### config.mk
export PLATFORM = sky130hd
export DESIGN_NAME = md_arbiter
export DESIGN_NICKNAME = d
export VERILOG_FILES = /design/src/rtl/md_arbiter.sv
export SDC_FILE = /design/constraint.sdc
export NUM_CORES = 1
export LEC_CHECK = 0
export ABC_AREA = 0
export BUFFER_PORTS_ARGS = -buffer_cell sky130_fd_sc_hd__buf_2
export CAP_MARGIN = 20
export CORE_MARGIN = 3
export CORE_UTILIZATION = 41
export CTS_BUF_LIST = sky130_fd_sc_hd__clkbuf_8 sky130_fd_sc_hd__clkbuf_16
export CTS_CLUSTER_SIZE = 12
export DETAILED_ROUTE_END_ITERATION = 10
export PLACE_DENSITY = 0.77
export SETUP_SLACK_MARGIN = 0.02
export SYNTH_ARGS = -nofsm -noshare
export SYNTH_HDL_FRONTEND = slang
export SYNTH_SLANG_ARGS = --single-unit
### constraint.sdc
create_clock -name i_clk_n -period 1.35 [get_ports i_clk_n]
set_clock_uncertainty 0.05 [all_clocks]
set_input_delay 0.27 -clock i_clk_n [delete_from_list [all_inputs] [get_ports i_clk_n]]
set_output_delay 0.27 -clock i_clk_n [all_outputs]
set_load 0.02 [all_outputs]
### src/rtl/md_arbiter.sv
// rtl/md_arbiter.sv - two-port round-robin arbiter and sequencer for the shared mul/div unit
//
// Ports:
//   i_clk_n                    clock, all state updates on its rising edge
//   i_rst                      synchronous active-high reset
//   i_req<p>_valid/_a/_b/_funct3  operation request from port p
//   o_req<p>_ready             request of port p accepted this cycle
//   o_rsp<p>_valid/_result     one-entry response buffer of port p
//   i_rsp<p>_ready             response of port p consumed
//   o_md_a/_b/_funct3          operands and function code held for the mul/div unit
//   o_md_en                    mul/div enable, high for EN_CYCLES cycles per issue
//   i_md_result, i_md_busy     mul/div result (live from held operands) and busy
//   o_busy                     an operation is being issued or awaited
module md_arbiter #(
  parameter int EN_CYCLES = 1
) (
  input  logic        i_clk_n,
  input  logic        i_rst,

  input  logic        i_req0_valid,
  input  logic [31:0] i_req0_a,
  input  logic [31:0] i_req0_b,
  input  logic [2:0]  i_req0_funct3,
  output logic        o_req0_ready,

  input  logic        i_req1_valid,
  input  logic [31:0] i_req1_a,
  input  logic [31:0] i_req1_b,
  input  logic [2:0]  i_req1_funct3,
  output logic        o_req1_ready,

  output logic        o_rsp0_valid,
  output logic [31:0] o_rsp0_result,
  input  logic        i_rsp0_ready,

  output logic        o_rsp1_valid,
  output logic [31:0] o_rsp1_result,
  input  logic        i_rsp1_ready,

  output logic [31:0] o_md_a,
  output logic [31:0] o_md_b,
  output logic [2:0]  o_md_funct3,
  output logic        o_md_en,
  input  logic [31:0] i_md_result,
  input  logic        i_md_busy,

  output logic        o_busy
);

  typedef enum logic [1:0] {
    S_IDLE  = 2'd0,
    S_ISSUE = 2'd1,
    S_WAIT  = 2'd2
  } state_t;

  localparam logic [1:0] CNT_LOAD = 2'(EN_CYCLES - 1);

  state_t      state;
  state_t      state_nxt;
  logic [1:0]  issue_cnt;
  logic        last_grant;
  logic        owner;

  logic        elig0;
  logic        elig1;
  logic        grant;
  logic        accept;
  logic        capture;

  // A full response buffer blocks its port, even while it is being drained,
  // so a capture can never land on a buffer that still holds data.
  always_comb begin
    elig0  = i_req0_valid & ~o_rsp0_valid;
    elig1  = i_req1_valid & ~o_rsp1_valid;
    // On a tie the port that was not granted last wins; otherwise the
    // single eligible port is chosen.
    grant  = (elig0 & elig1) ? ~last_grant : elig1;
    accept = (state == S_IDLE) & (elig0 | elig1);
    o_req0_ready = accept & ~grant;
    o_req1_ready = accept &  grant;
  end

  // Busy is only meaningful once the unit has seen the enable, so it is
  // looked at in WAIT and never in ISSUE.
  assign capture = (state == S_WAIT) & ~i_md_busy;

  always_ff @(posedge i_clk_n) begin
    if (i_rst) begin
      state <= S_IDLE;
    end else begin
      state <= state_nxt;
    end
  end

  always_comb begin
    state_nxt = state;
    o_md_en   = 1'b0;
    o_busy    = 1'b1;
    case (state)
      S_IDLE: begin
        o_busy = 1'b0;
        if (accept) begin
          state_nxt = S_ISSUE;
        end
      end
      S_ISSUE: begin
        o_md_en = 1'b1;
        if (issue_cnt == 2'd0) begin
          state_nxt = S_WAIT;
        end
      end
      S_WAIT: begin
        if (!i_md_busy) begin
          state_nxt = S_IDLE;
        end
      end
      default: begin
        state_nxt = S_IDLE;
      end
    endcase
  end

  // Operand registers load only on accept and otherwise hold, because the
  // unit's sign post-processing reads them live until the result is taken.
  always_ff @(posedge i_clk_n) begin
    if (i_rst) begin
      o_md_a      <= '0;
      o_md_b      <= '0;
      o_md_funct3 <= '0;
      owner       <= 1'b0;
      last_grant  <= 1'b1;
      issue_cnt   <= '0;
    end else begin
      if (accept) begin
        o_md_a      <= grant ? i_req1_a      : i_req0_a;
        o_md_b      <= grant ? i_req1_b      : i_req0_b;
        o_md_funct3 <= grant ? i_req1_funct3 : i_req0_funct3;
        owner       <= grant;
        last_grant  <= grant;
        issue_cnt   <= CNT_LOAD;
      end else if ((state == S_ISSUE) && (issue_cnt != 2'd0)) begin
        issue_cnt <= issue_cnt - 2'd1;
      end
    end
  end

  always_ff @(posedge i_clk_n) begin
    if (i_rst) begin
      o_rsp0_valid  <= 1'b0;
      o_rsp0_result <= '0;
    end else if (capture && !owner) begin
      o_rsp0_valid  <= 1'b1;
      o_rsp0_result <= i_md_result;
    end else if (o_rsp0_valid && i_rsp0_ready) begin
      o_rsp0_valid  <= 1'b0;
    end
  end

  always_ff @(posedge i_clk_n) begin
    if (i_rst) begin
      o_rsp1_valid  <= 1'b0;
      o_rsp1_result <= '0;
    end else if (capture && owner) begin
      o_rsp1_valid  <= 1'b1;
      o_rsp1_result <= i_md_result;
    end else if (o_rsp1_valid && i_rsp1_ready) begin
      o_rsp1_valid  <= 1'b0;
    end
  end

endmodule

==> impl_summary.log, run 1 <==
INFO  metric post_drt_wl_per_cell = 18.9 um
INFO  metric firstDrtPassIters = 5
INFO  metric wl = 23,300 um
INFO  metric maxSlewHeadroom = 67.0%
INFO  metric rows = 42
INFO  metric fp.dieArea = 15,500 um^2
INFO  metric final_hold_viol_count = 0
INFO  metric detail_route_antenna_nets = 0
INFO  metric synth_area_per_cell = about 8.3 um^2
INFO  metric failed_checks = negative setup slack
INFO  metric hp-class = in -> reg
INFO  metric worst_setup_path_start_kind = register
INFO  metric tightest_slew = 0.495 ns
INFO  metric synth_cells = approximately 700
INFO  metric grt_setup_unrepaired = yes
INFO  metric grt.met3_usage = 7.42%
INFO  metric fmax = 0.572 GHz
INFO  metric maxCapViolCount = 0
INFO  metric postSynth.asyncResetShare = 0%
INFO  metric postSynthRegisterBits = ~140
INFO  metric dominantRegCellSynth = dfxtp_1
INFO  metric setup_ws = -0.398 ns
INFO  metric synth.area.top_cells = dfxtp_1 48%, a211oi_2 13%, nand2_1 13%
INFO  metric buffer_ports.inserted = between 300 and 400
INFO  metric cts_root_buffer = clkbuf_16
INFO  metric cellLeakagePower = 0.00435 uW
INFO  metric number_of_antenna_violations_at_the_first_check_in_global_routing = 0
INFO  metric synthesis.area = 5780 um^2
INFO  metric worstPathArrival = 1.43 ns
INFO  metric drc = 0
INFO  metric share_of_cells_above_drive_strength_1 = 58.9%
INFO  metric top_level_ports = 310
INFO  metric core_region_area = 13,500 um^2
INFO  metric yosys_warnings = 0
INFO  metric max-vdd-ir-drop = about 0.90 mV
INFO  metric htreeDepth = 4
INFO  metric flow.area_growth_from_synthesis = 67.4%
INFO  metric setup_total_negative_slack = -23.14 ns
INFO  metric design_area = a little under 10,000 um^2
INFO  metric tritoncts = yes
INFO  metric grt-busiest-layer = met2
INFO  metric grt_max_degree = 57
INFO  metric via_count_of_the_first_global_routing_pass = between 5,000 and 6,000
INFO  metric viasPerCell = 5.33
INFO  metric setup_ws_pre_cts = -0.176 ns
INFO  metric synth_enable_flop_cells = 0
INFO  metric worst-setup-path-type = reg -> out
INFO  metric grt_pass1_wl = 30,200 um
INFO  metric post_dp_cell_area = 7700 um^2
INFO  metric power_per_cell_area = roughly 1300 nW/um^2
INFO  metric routed-via-count = 6,571
INFO  metric worst_skew_pair.late_latency = 0.42 ns
INFO  metric cp_max_fo = 4
INFO  metric maxSlewViolCount = 0
INFO  metric synth.top_cell.area_share = 48.2%
INFO  metric post-place-cells = 1,162
INFO  metric detail_route.iter0.violations = 372
INFO  metric final-instance-count-excl-fill = 1,232
INFO  metric clkTransAtPathRegs = 0.06 ns
INFO  metric setup-violations-final = 139
INFO  metric finalNetCount = 1,217
INFO  metric critical_path.endpoint_type = output pin
INFO  metric global_route.usage.met1 = 27.9%
INFO  metric final.min_clock_period = 1.75 ns
INFO  metric min_period_over_period = 129%
INFO  metric fp.dieW = 125 um
INFO  metric synth.distinct_cells = 31
INFO  metric cts_sinks = 139
INFO  metric ctsLongestPathBuffers = 2
INFO  metric diodes = 0
INFO  metric yosys_top_cell_by_area = dfxtp_1
INFO  metric worstPathRequired = roughly 1.0 ns
INFO  metric synth_sequential_area_ratio = 48.2%
INFO  metric globalRoute.totalOverflow = 0
INFO  metric met2_capacity_usage_during_global_routing = between 40 and 50%
INFO  metric finalCoreUtilization = slightly above 70%
INFO  metric total_nets_after_synthesis = 869
INFO  metric gr-usage-all-layers = a little under a quarter
INFO  metric cts_made_buffers = 17
INFO  metric die_h = 125 um
INFO  metric dp.final_hpwl = ~13,000 um
INFO  metric place.gp.congestion = 0.894
INFO  metric outcome = finished with violations
INFO  metric initial_core_util = 42.8%
==> timing repair <==
item / in CTS / in global routing
hold buffers: 0 / 0
buffers inserted: 8 / 12
gates cloned: 2 / 17
gates resized for setup: 39 / 169
pin swaps: 4 / 32
endpoints found under the setup margin: 124 / 140
==> synthesized netlist by cell type, types with 2 or more instances <==
cell type,n
a21oi_1,136
nand2b_1,3
buf_2,31
buf_1,5
a211oi_2,60
nor2_1,72
nand2_1,199
inv_1,3
clkbuf_1,12
a211oi_1,7
nand3b_1,2
dfxtp_1,139
buf_4,8
==> where the power goes <==
group | switching (uW) | total, uW | leakage (uW) | internal (uW)
Clock | 1840 | 4420 | 0.000272 | 2580
Sequential | 175 | 4590 | 0.00114 | 4420
Combinational | 1960 | 3390 | 0.00293 | 1440
Total | 3970 | 12400 | 0.00435 | 8440
==> layout make-up <==
class | instances | area (um^2)
clock inverter | 14 | 123
clock buffer | 18 | 439
timing repair buffer | 386 | 2730
multi-input combinational | 495 | 3340
sequential | 139 | 2800
fill | 969 | 3840
inverter | 4 | 15.0
tap | 176 | 220
==> metal layers <==
metal  vias up  wire (um)
li1       3051          -
met1      3132       9280
met2       333      11500
met3        55       1800
met4         0        640
met5         -          0
==> stage by stage <==
step / total power [uW] / hold slack (ns)
floorplan: 6240 / 0.356
finish: 12400 / 0.0478
global route: 12900 / 0.0317
detailed placement: 7190 / 0.394
global placement: 7150 / 0.389
CTS: 11700 / 0.0311
==> registers in the layout, summed over array words and instances, names as in the netlist <==
name	flops
o_md_funct3	3
o_md_a	32
o_rsp0_result	32
issue_cnt	2
o_md_b	32
owner	1
o_rsp1_valid	1
o_rsp0_valid	1
state	2
last_grant	1
o_rsp1_result	32
==> placed cells by master, fill, tap and decap left out, types with 2 or more instances in the layout <==
| master | netlist | layout |
|---|---|---|
| a21oi_1 | 136 | 48 |
| a211oi_1 | 7 | 3 |
| inv_2 | 1 | 2 |
| nor2_4 | 0 | 3 |
| a21oi_4 | 0 | 14 |
| nand2_2 | 0 | 19 |
| inv_1 | 3 | 2 |
| buf_2 | 31 | 302 |
| clkinvlp_4 | 0 | 3 |
| buf_12 | 0 | 12 |
| clkinv_2 | 0 | 4 |
| clkbuf_16 | 0 | 30 |
| dfxtp_4 | 0 | 3 |
| buf_16 | 0 | 4 |
| a211oi_2 | 60 | 64 |
| nand2_1 | 199 | 170 |
| nand2_4 | 0 | 10 |
| buf_6 | 1 | 25 |
| clkinv_4 | 0 | 4 |
| a21oi_2 | 1 | 75 |
| buf_4 | 8 | 25 |
| dfxtp_2 | 0 | 2 |
| nand2b_1 | 3 | 2 |
| dfxtp_1 | 139 | 134 |
| nor2b_4 | 1 | 2 |
| nand3b_1 | 2 | 2 |
| buf_8 | 0 | 5 |
| nor2_1 | 72 | 69 |
==> final timing paths <==
kind	from	endpoint	slack (ns)	depth (start not counted)
hold / removal	i_md_result[29]	o_rsp0_result[29]$_SDFFE_PP0P_	0.05	3
hold reg to reg	o_rsp0_result[13]$_SDFFE_PP0P_	o_rsp0_result[13]$_SDFFE_PP0P_	0.40	2
setup reg to reg	o_rsp1_valid$_SDFFE_PP0P_	o_md_b[10]$_SDFFE_PP0P_	-0.33	7
setup / recovery	o_rsp0_valid$_SDFFE_PP0P_	o_req0_ready	-0.40	5
==> critical path, cell delays in order (launching register included) <==
cell,delay (ns)
dfxtp_4,0.35
nor2b_4,0.22
a21oi_4,0.11
buf_6,0.14
nor2_4,0.07
buf_6,0.11
==> logic make-up after synthesis <==
family                     Yosys count  share of synthesized area (%)
AOI/OAI and AO/OA                  208                           26.5
xor gates and xnor gates             1                          0.152
adders and majority gates            1                          0.217
buffers and inverters               61                           5.29
DFF                                139                           48.2
and+or+nand+nor                    285                           19.6
No activity file was read; power rests on OpenSTA's default activity.
==> run 2, diff against run 1 <==
--- a/config.mk
+++ b/config.mk
@@ -14,7 +14,9 @@
 export CTS_CLUSTER_SIZE = 12
 export DETAILED_ROUTE_END_ITERATION = 10
 export PLACE_DENSITY = 0.77
+export RECOVER_POWER = 25
 export SETUP_SLACK_MARGIN = 0.02
+export SLEW_MARGIN = 5
 export SYNTH_ARGS = -nofsm -noshare
 export SYNTH_HDL_FRONTEND = slang
 export SYNTH_SLANG_ARGS = --single-unit
==> impl_summary.log, run 2 (synthesis gave the netlist of run 1 again) <==
INFO  metric outcome = finished with violations
INFO  metric failed_checks = negative setup slack
INFO  metric setup_ws = -0.396 ns (+0.00221 ns)
INFO  metric post-place-cells = 1,162 (unchanged)
INFO  metric cellLeakagePower = 0.00432 uW (-0.55%)
INFO  metric grt_max_degree = 57 (unchanged)
INFO  metric ctsLongestPathBuffers = 2 (unchanged)
INFO  metric maxCapViolCount = 0 (unchanged)
INFO  metric final_common_cell = buf_2
INFO  metric globalRoute.totalOverflow = 0 (unchanged)
INFO  metric power_per_cell_area = 1280 nW/um^2 (about the same)
INFO  metric buffer_ports.inserted = 309 (unchanged)
INFO  metric detail_route.iter0.violations = 380 (+2.2%)
INFO  metric worst-setup-path-type = reg -> out
INFO  metric worst_skew_pair.late_latency = 0.42 ns (about the same)
INFO  metric max-vdd-ir-drop = 0.898 mV (-0.39%)
INFO  metric min_period_over_period = 129% (-0.16 points)
INFO  metric rows = 42 (unchanged)
INFO  metric critical_path.endpoint_type = output pin
INFO  metric dp.final_hpwl = 13,400 um (unchanged)
INFO  metric number_of_antenna_violations_at_the_first_check_in_global_routing = 0 (unchanged)
INFO  metric hold_slack = 0.0502 ns (+0.00240 ns)
INFO  metric maxSlewHeadroom = 67.7% (+0.77 points)
INFO  metric worst_setup_path_start_kind = register
INFO  metric initial_core_util = 42.8% (unchanged)
INFO  metric grt_setup_unrepaired = yes
INFO  metric diodes = 0 (unchanged)
INFO  metric routed-via-count = 6,575 (+0.061%)
INFO  metric tritoncts = yes
INFO  metric flow.area_growth_from_synthesis = 67.4% (about the same)
INFO  metric cp_max_fo = 4 (unchanged)
INFO  metric post_dp_cell_area = 7700 um^2 (unchanged)
INFO  metric maxSlewViolCount = 0 (unchanged)
INFO  metric rrSetupSlack = -0.32 ns (about the same)
INFO  metric gr-usage-all-layers = 23.8% (unchanged)
INFO  metric detail_route_antenna_nets = 0 (unchanged)
INFO  metric setup-violations-final = 139 (unchanged)
INFO  metric core_region_area = 13,500 um^2 (unchanged)
INFO  metric fmax = 0.573 GHz (+0.13%)
INFO  metric design_area = 9670 um^2 (about the same)
INFO  metric grt-busiest-layer = met2
INFO  metric die_h = 125 um (unchanged)
INFO  metric postCtsHoldBufs = 0 (unchanged)
INFO  metric multi_input_comb_area = 3340 um^2 (about the same)
INFO  metric final.min_clock_period = 1.75 ns (-0.00221 ns)
INFO  metric grt_pass1_wl = 30,200 um (unchanged)
INFO  metric grt.met3_usage = 7.42% (unchanged)
INFO  metric place.gp.congestion = 0.894 (unchanged)
INFO  metric hp-class = in -> reg
INFO  metric cts_made_buffers = 17 (unchanged)
INFO  metric top_level_ports = 310 (unchanged)
INFO  metric viasPerCell = 5.34 (about the same)
INFO  metric cts_root_buffer = clkbuf_16
INFO  metric finalNetCount = 1,217 (unchanged)
INFO  metric clkTransAtPathRegs = 0.06 ns (about the same)
INFO  metric wl = 23,200 um (-0.17%)
INFO  metric setup_ws_pre_cts = -0.176 ns (unchanged)
INFO  metric met2_capacity_usage_during_global_routing = 41.4% (unchanged)
INFO  metric worstPathArrival = 1.43 ns (about the same)
INFO  metric worstPathRequired = 1.03 ns (about the same)
INFO  metric htreeDepth = 4 (unchanged)
INFO  metric setup_total_negative_slack = -23.15 ns (-0.00850 ns)
INFO  metric tightest_slew = 0.484 ns (-0.0116 ns)
INFO  metric global_route.usage.met1 = 27.9% (unchanged)
INFO  metric ff_latch_area = 2800 um^2 (unchanged)
INFO  metric share_of_cells_above_drive_strength_1 = 58.7% (-0.19 points)
INFO  metric via_count_of_the_first_global_routing_pass = 5,950 (unchanged)
INFO  metric fp.dieW = 125 um (unchanged)
INFO  metric final-instance-count-excl-fill = 1,232 (unchanged)
INFO  metric drc = 0 (unchanged)
INFO  metric post_drt_wl_per_cell = 18.8 um (-0.17%)
INFO  metric layout.cells.most_common_list = 270 x buf_2, 170 x nand2_1, 134 x dfxtp_1
INFO  metric num-fill-cells = 971 (+0.21%)
INFO  metric firstDrtPassIters = 6 (+1)
INFO  metric fp.dieArea = 15,500 um^2 (unchanged)
INFO  metric final_hold_viol_count = 0 (unchanged)
INFO  metric cts_sinks = 139 (unchanged)
[run 2: repair_timing]
action	in CTS	in global routing
buffers inserted	8	12
resized for setup	39	169
endpoints found under the setup margin	124	140
pin swaps	4	32
gates cloned	2	17
[run 2: routing by layer]
metal | wire length (um) | share of wire (%)
met1 | 9360 | 40
met2 | 11500 | 50
met3 | 1680 | 7.2
met4 | 637 | 2.7
met5 | 0 | 0
[run 2: final timing paths]
kind                                   from                        endpoint  depth (start not counted)
max               o_rsp0_valid$_SDFFE_PP0P_                    o_req0_ready                          5
min                         i_md_result[29]  o_rsp0_result[29]$_SDFFE_PP0P_                          3
max reg2reg       o_rsp0_valid$_SDFFE_PP0P_         o_md_b[22]$_SDFFE_PP0P_                          7
min reg2reg  o_rsp0_result[13]$_SDFFE_PP0P_  o_rsp0_result[13]$_SDFFE_PP0P_                          2
[run 2: critical path, cell delays in order (launching register included)]
cell	delay (ns)
dfxtp_4	0.35
nor2b_4	0.22
a21oi_4	0.11
buf_6	0.14
nor2_4	0.07
buf_6	0.11
[run 2: area by class of cell]
class	count	share of cell area (%)
Inverter	4	0.155
Sequential cell	139	28.9
Tap cell	176	2.28
Timing Repair Buffer	386	28.2
Clock inverter	14	1.27
Clock buffer	18	4.54
Multi-Input combinational cell	495	34.6
[run 2: power by group]
group | internal, uW | switching (uW) | leakage, uW
combinational | 1440 | 1950 | 0.00291
sequential | 4420 | 178 | 0.00114
clock | 2580 | 1830 | 0.000272
total | 8430 | 3970 | 0.00432
[run 2: per-stage QoR]
| stage | power [uW] | utilization [%] |
|---|---|---|
| 6_report | 12400 | 71.6 |
| 5_1_grt | 12900 | 71.6 |
| 4_1_cts | 11700 | 63.0 |
| 3_5_place_dp | 7190 | 57.0 |
| 3_3_place_gp | 7150 | 57.0 |
| 2_1_floorplan | 6240 | - |
==> run 3, diff against run 2 <==
--- a/config.mk
+++ b/config.mk
@@ -8,12 +8,12 @@
 export ABC_AREA = 0
 export BUFFER_PORTS_ARGS = -buffer_cell sky130_fd_sc_hd__buf_2
 export CAP_MARGIN = 20
-export CORE_MARGIN = 3
-export CORE_UTILIZATION = 41
+export CORE_AREA = 3 3 121 123
 export CTS_BUF_LIST = sky130_fd_sc_hd__clkbuf_8 sky130_fd_sc_hd__clkbuf_16
 export CTS_CLUSTER_SIZE = 12
 export DETAILED_ROUTE_END_ITERATION = 10
-export PLACE_DENSITY = 0.77
+export DIE_AREA = 0 0 124 126
+export PLACE_DENSITY = 0.75
 export RECOVER_POWER = 25
 export SETUP_SLACK_MARGIN = 0.02
 export SLEW_MARGIN = 5
==> constraint.sdc (replaced) <==
create_clock -name i_clk_n -period 2.1 [get_ports i_clk_n]
set_clock_uncertainty 0.05 [all_clocks]
set_input_delay 0.42 -clock i_clk_n [delete_from_list [all_inputs] [get_ports i_clk_n]]
set_output_delay 0.42 -clock i_clk_n [all_outputs]
set_load 0.02 [all_outputs]
==> impl_summary.log, run 3 (synthesis gave the netlist of run 1 again) <==
INFO  metric finalNetCount = 1,158 (-4.8%)
INFO  metric post_drt_wl_per_cell = 15.6 um (-17%)
INFO  metric routed-via-count = 5,951 (-9.5%)
INFO  metric tritoncts = yes
INFO  metric fp.dieArea = 15,600 um^2 (+0.50%)
INFO  metric worst_setup_path_start_kind = register
INFO  metric whs_endpoint = o_md_b[25]$_SDFFE_PP0P_
INFO  metric via_count_of_the_first_global_routing_pass = 5,684 (-4.5%)
INFO  metric instance_count_along_the_most_critical_hold_path = 3 (unchanged)
INFO  metric share_of_cells_above_drive_strength_1 = 36.8% (-22 points)
INFO  metric setup_total_negative_slack = 0 ns (+23.15 ns)
INFO  metric core_region_area = 13,800 um^2 (+2.0%)
INFO  metric reg_to_reg_start = o_rsp1_valid$_SDFFE_PP0P_
INFO  metric setup-violations-final = 0 (-100%)
INFO  metric hold_path_startpoint = i_req0_b[25]
INFO  metric crit_path_max_incr_delay = 0.44 ns (+0.09 ns)
INFO  metric detail_route.iter0.violations = 296 (-22%)
INFO  metric worst_skew_pair.late_latency = 0.41 ns (about the same)
INFO  metric cts_sinks = 139 (unchanged)
INFO  metric critical_path.endpoint_type = output pin
INFO  metric crit-reg2reg-capture = o_md_a[9]$_SDFFE_PP0P_
INFO  metric final.min_clock_period = 2.00 ns
INFO  metric postCtsHoldBufs = 0 (unchanged)
INFO  metric flow.area_growth_from_synthesis = 41.1%
INFO  metric tightest_slew = 0.503 ns (+0.0190 ns)
INFO  metric place.gp.congestion = 0.905 (+1.2%)
INFO  metric dp.final_hpwl = 12,900 um (-4.2%)
INFO  metric met2_capacity_usage_during_global_routing = 37.7% (-3.7 points)
INFO  metric cp_max_fo = 9 (+5)
INFO  metric cts_made_buffers = 17 (unchanged)
INFO  metric global_route.usage.met1 = 26.6% (-1.3 points)
INFO  metric maxSlewHeadroom = 66.5% (-1.3 points)
INFO  metric clkTransAtPathRegs = 0.06 ns (about the same)
INFO  metric worstPathRequired = 1.63 ns (+0.60 ns)
INFO  metric maxSlewViolCount = 0 (unchanged)
INFO  metric layout.cells.most_common_list = 249 x buf_2, 199 x nand2_1, 139 x dfxtp_1
INFO  metric hp-class = in -> reg
INFO  metric path_cells = nor2b_2 > o21ai_4 > nor2_1 > buf_2
INFO  metric cts_root_buffer = clkbuf_16
INFO  metric setup_ws = 0.0971 ns (+0.493 ns)
INFO  metric maxCapViolCount = 0 (unchanged)
INFO  metric die_h = 126 um (+1.1%)
INFO  metric cellLeakagePower = 0.00357 uW (-17%)
INFO  metric wl = 18,300 um (-21%)
INFO  metric rows = 43 (+2.4%)
INFO  metric top_level_ports = 310 (unchanged)
INFO  metric cp_slowest_cell = dfxtp_1
INFO  metric detail_route_antenna_nets = 0 (unchanged)
INFO  metric htreeDepth = 4 (unchanged)
INFO  metric gr-usage-all-layers = 22.6% (-1.1 points)
INFO  metric final_common_cell = buf_2
INFO  metric max-vdd-ir-drop = 0.485 mV (-46%)
INFO  metric grt_pass1_wl = 28,000 um (-7.3%)
INFO  metric final_hold_viol_count = 0 (unchanged)
INFO  metric buffer_ports.inserted = 309 (unchanged)
INFO  metric fmax = 0.499 GHz
INFO  metric rrSetupSlack = 0.30 ns (+0.62 ns)
INFO  metric ctsLongestPathBuffers = 2 (unchanged)
INFO  metric number_of_cells_traversed_by_the_worst_register_to_register_path = 7 (unchanged)
INFO  metric grt_max_degree = 68 (+19%)
INFO  metric power_per_cell_area = 974 nW/um^2 (-24%)
INFO  metric worstPathArrival = 1.53 ns (+0.10 ns)
INFO  metric viasPerCell = 5.05 (-5.3%)
INFO  metric globalRoute.totalOverflow = 0 (unchanged)
INFO  metric min_period_over_period = 95.4%
INFO  metric number_of_antenna_violations_at_the_first_check_in_global_routing = 1 (+1)
INFO  metric setup_ws_pre_cts = 0.262 ns (+0.438 ns)
INFO  metric outcome = complete, no violations
INFO  metric grt-busiest-layer = met2
INFO  metric firstDrtPassIters = 4 (-2)
INFO  metric fp.dieW = 124 um (-0.55%)
INFO  metric initial_core_util = 41.9% (-0.83 points)
INFO  metric worst-setup-path-type = reg -> out
INFO  metric grt.met3_usage = 6.83% (-0.59 points)
INFO  metric grt_setup_unrepaired = no
INFO  metric drc = 0 (unchanged)
==> run 3: report_power, final <==
part | internal [uW] | switching, uW
combinational | 575 | 982
clock | 2320 | 1100
sequential | 2840 | 111
==> run 3: worst max-delay path: cells and delay by family (launching register included) <==
family / cells / cell delay (ns)
DFF: 1 / 0.44
and+or+nand+nor: 2 / 0.19
AOI/OAI and AO/OA: 1 / 0.32
buffers and inverters: 1 / 0.17
==> run 3: area by class of cell <==
type / instances / area [um^2]
fillers: 1280 / 5630
clock buffers: 20 / 467
inverters: 4 / 15.0
flip-flops and latches: 139 / 2780
clock inverters: 12 / 219
well taps: 180 / 225
diodes: 1 / 2.50
repair buffers: 327 / 1720
multi-input cells: 495 / 2720
==> run 3: worst max-delay path by stage <==
| stage | start | endpoint | slack, ns | cells past startpoint |
|---|---|---|---|---|
| floorplan | o_rsp0_valid$_SDFFE_PP0P_ | o_req1_ready | 0.41 | 6 |
| global placement | i_req1_valid | o_req1_ready | 0.30 | 6 |
| detailed placement | i_req1_valid | o_req1_ready | 0.26 | 6 |
| CTS | state[1]$_SDFFE_PP0P_ | o_req1_ready | 0.06 | 5 |
| global route | o_rsp0_valid$_SDFFE_PP0P_ | o_req1_ready | 0.03 | 5 |
| finish | o_rsp1_valid$_SDFFE_PP0P_ | o_req0_ready | 0.1 | 4 |
==> run 3: routing by layer <==
layer  wire, um  share of wire (%)  up-vias
met2       8960                 49      243
li1           -                  -     2915
met5          0                  0        -
met3       1520                8.3       47
met4        620                3.4        0
met1       7250                 39     2746
==> run 3: through the flow <==
| step | util [%] | hold WS (ns) | instance area (um^2) | cells | power, uW |
|---|---|---|---|---|---|
| floorplan | - | 0.434 | 5780 | 695 | 4000 |
| global placement | 54.5 | 0.389 | 7500 | 1142 | 4540 |
| global route | 59.1 | 0.200 | 8150 | 1178 | 8250 |
| detailed placement | 54.5 | 0.394 | 7500 | 1142 | 4560 |
| CTS | 59.7 | 0.184 | 8220 | 1177 | 8010 |
| finish | 59.1 | 0.201 | 8150 | 1178 | 7930 |
==> run 3: repair_timing <==
item,in CTS,in global routing
setup endpoints to repair,1,1
resized for setup,2,1
pin swaps,0,0
buffers inserted,3,0
hold endpoints to repair,0,0
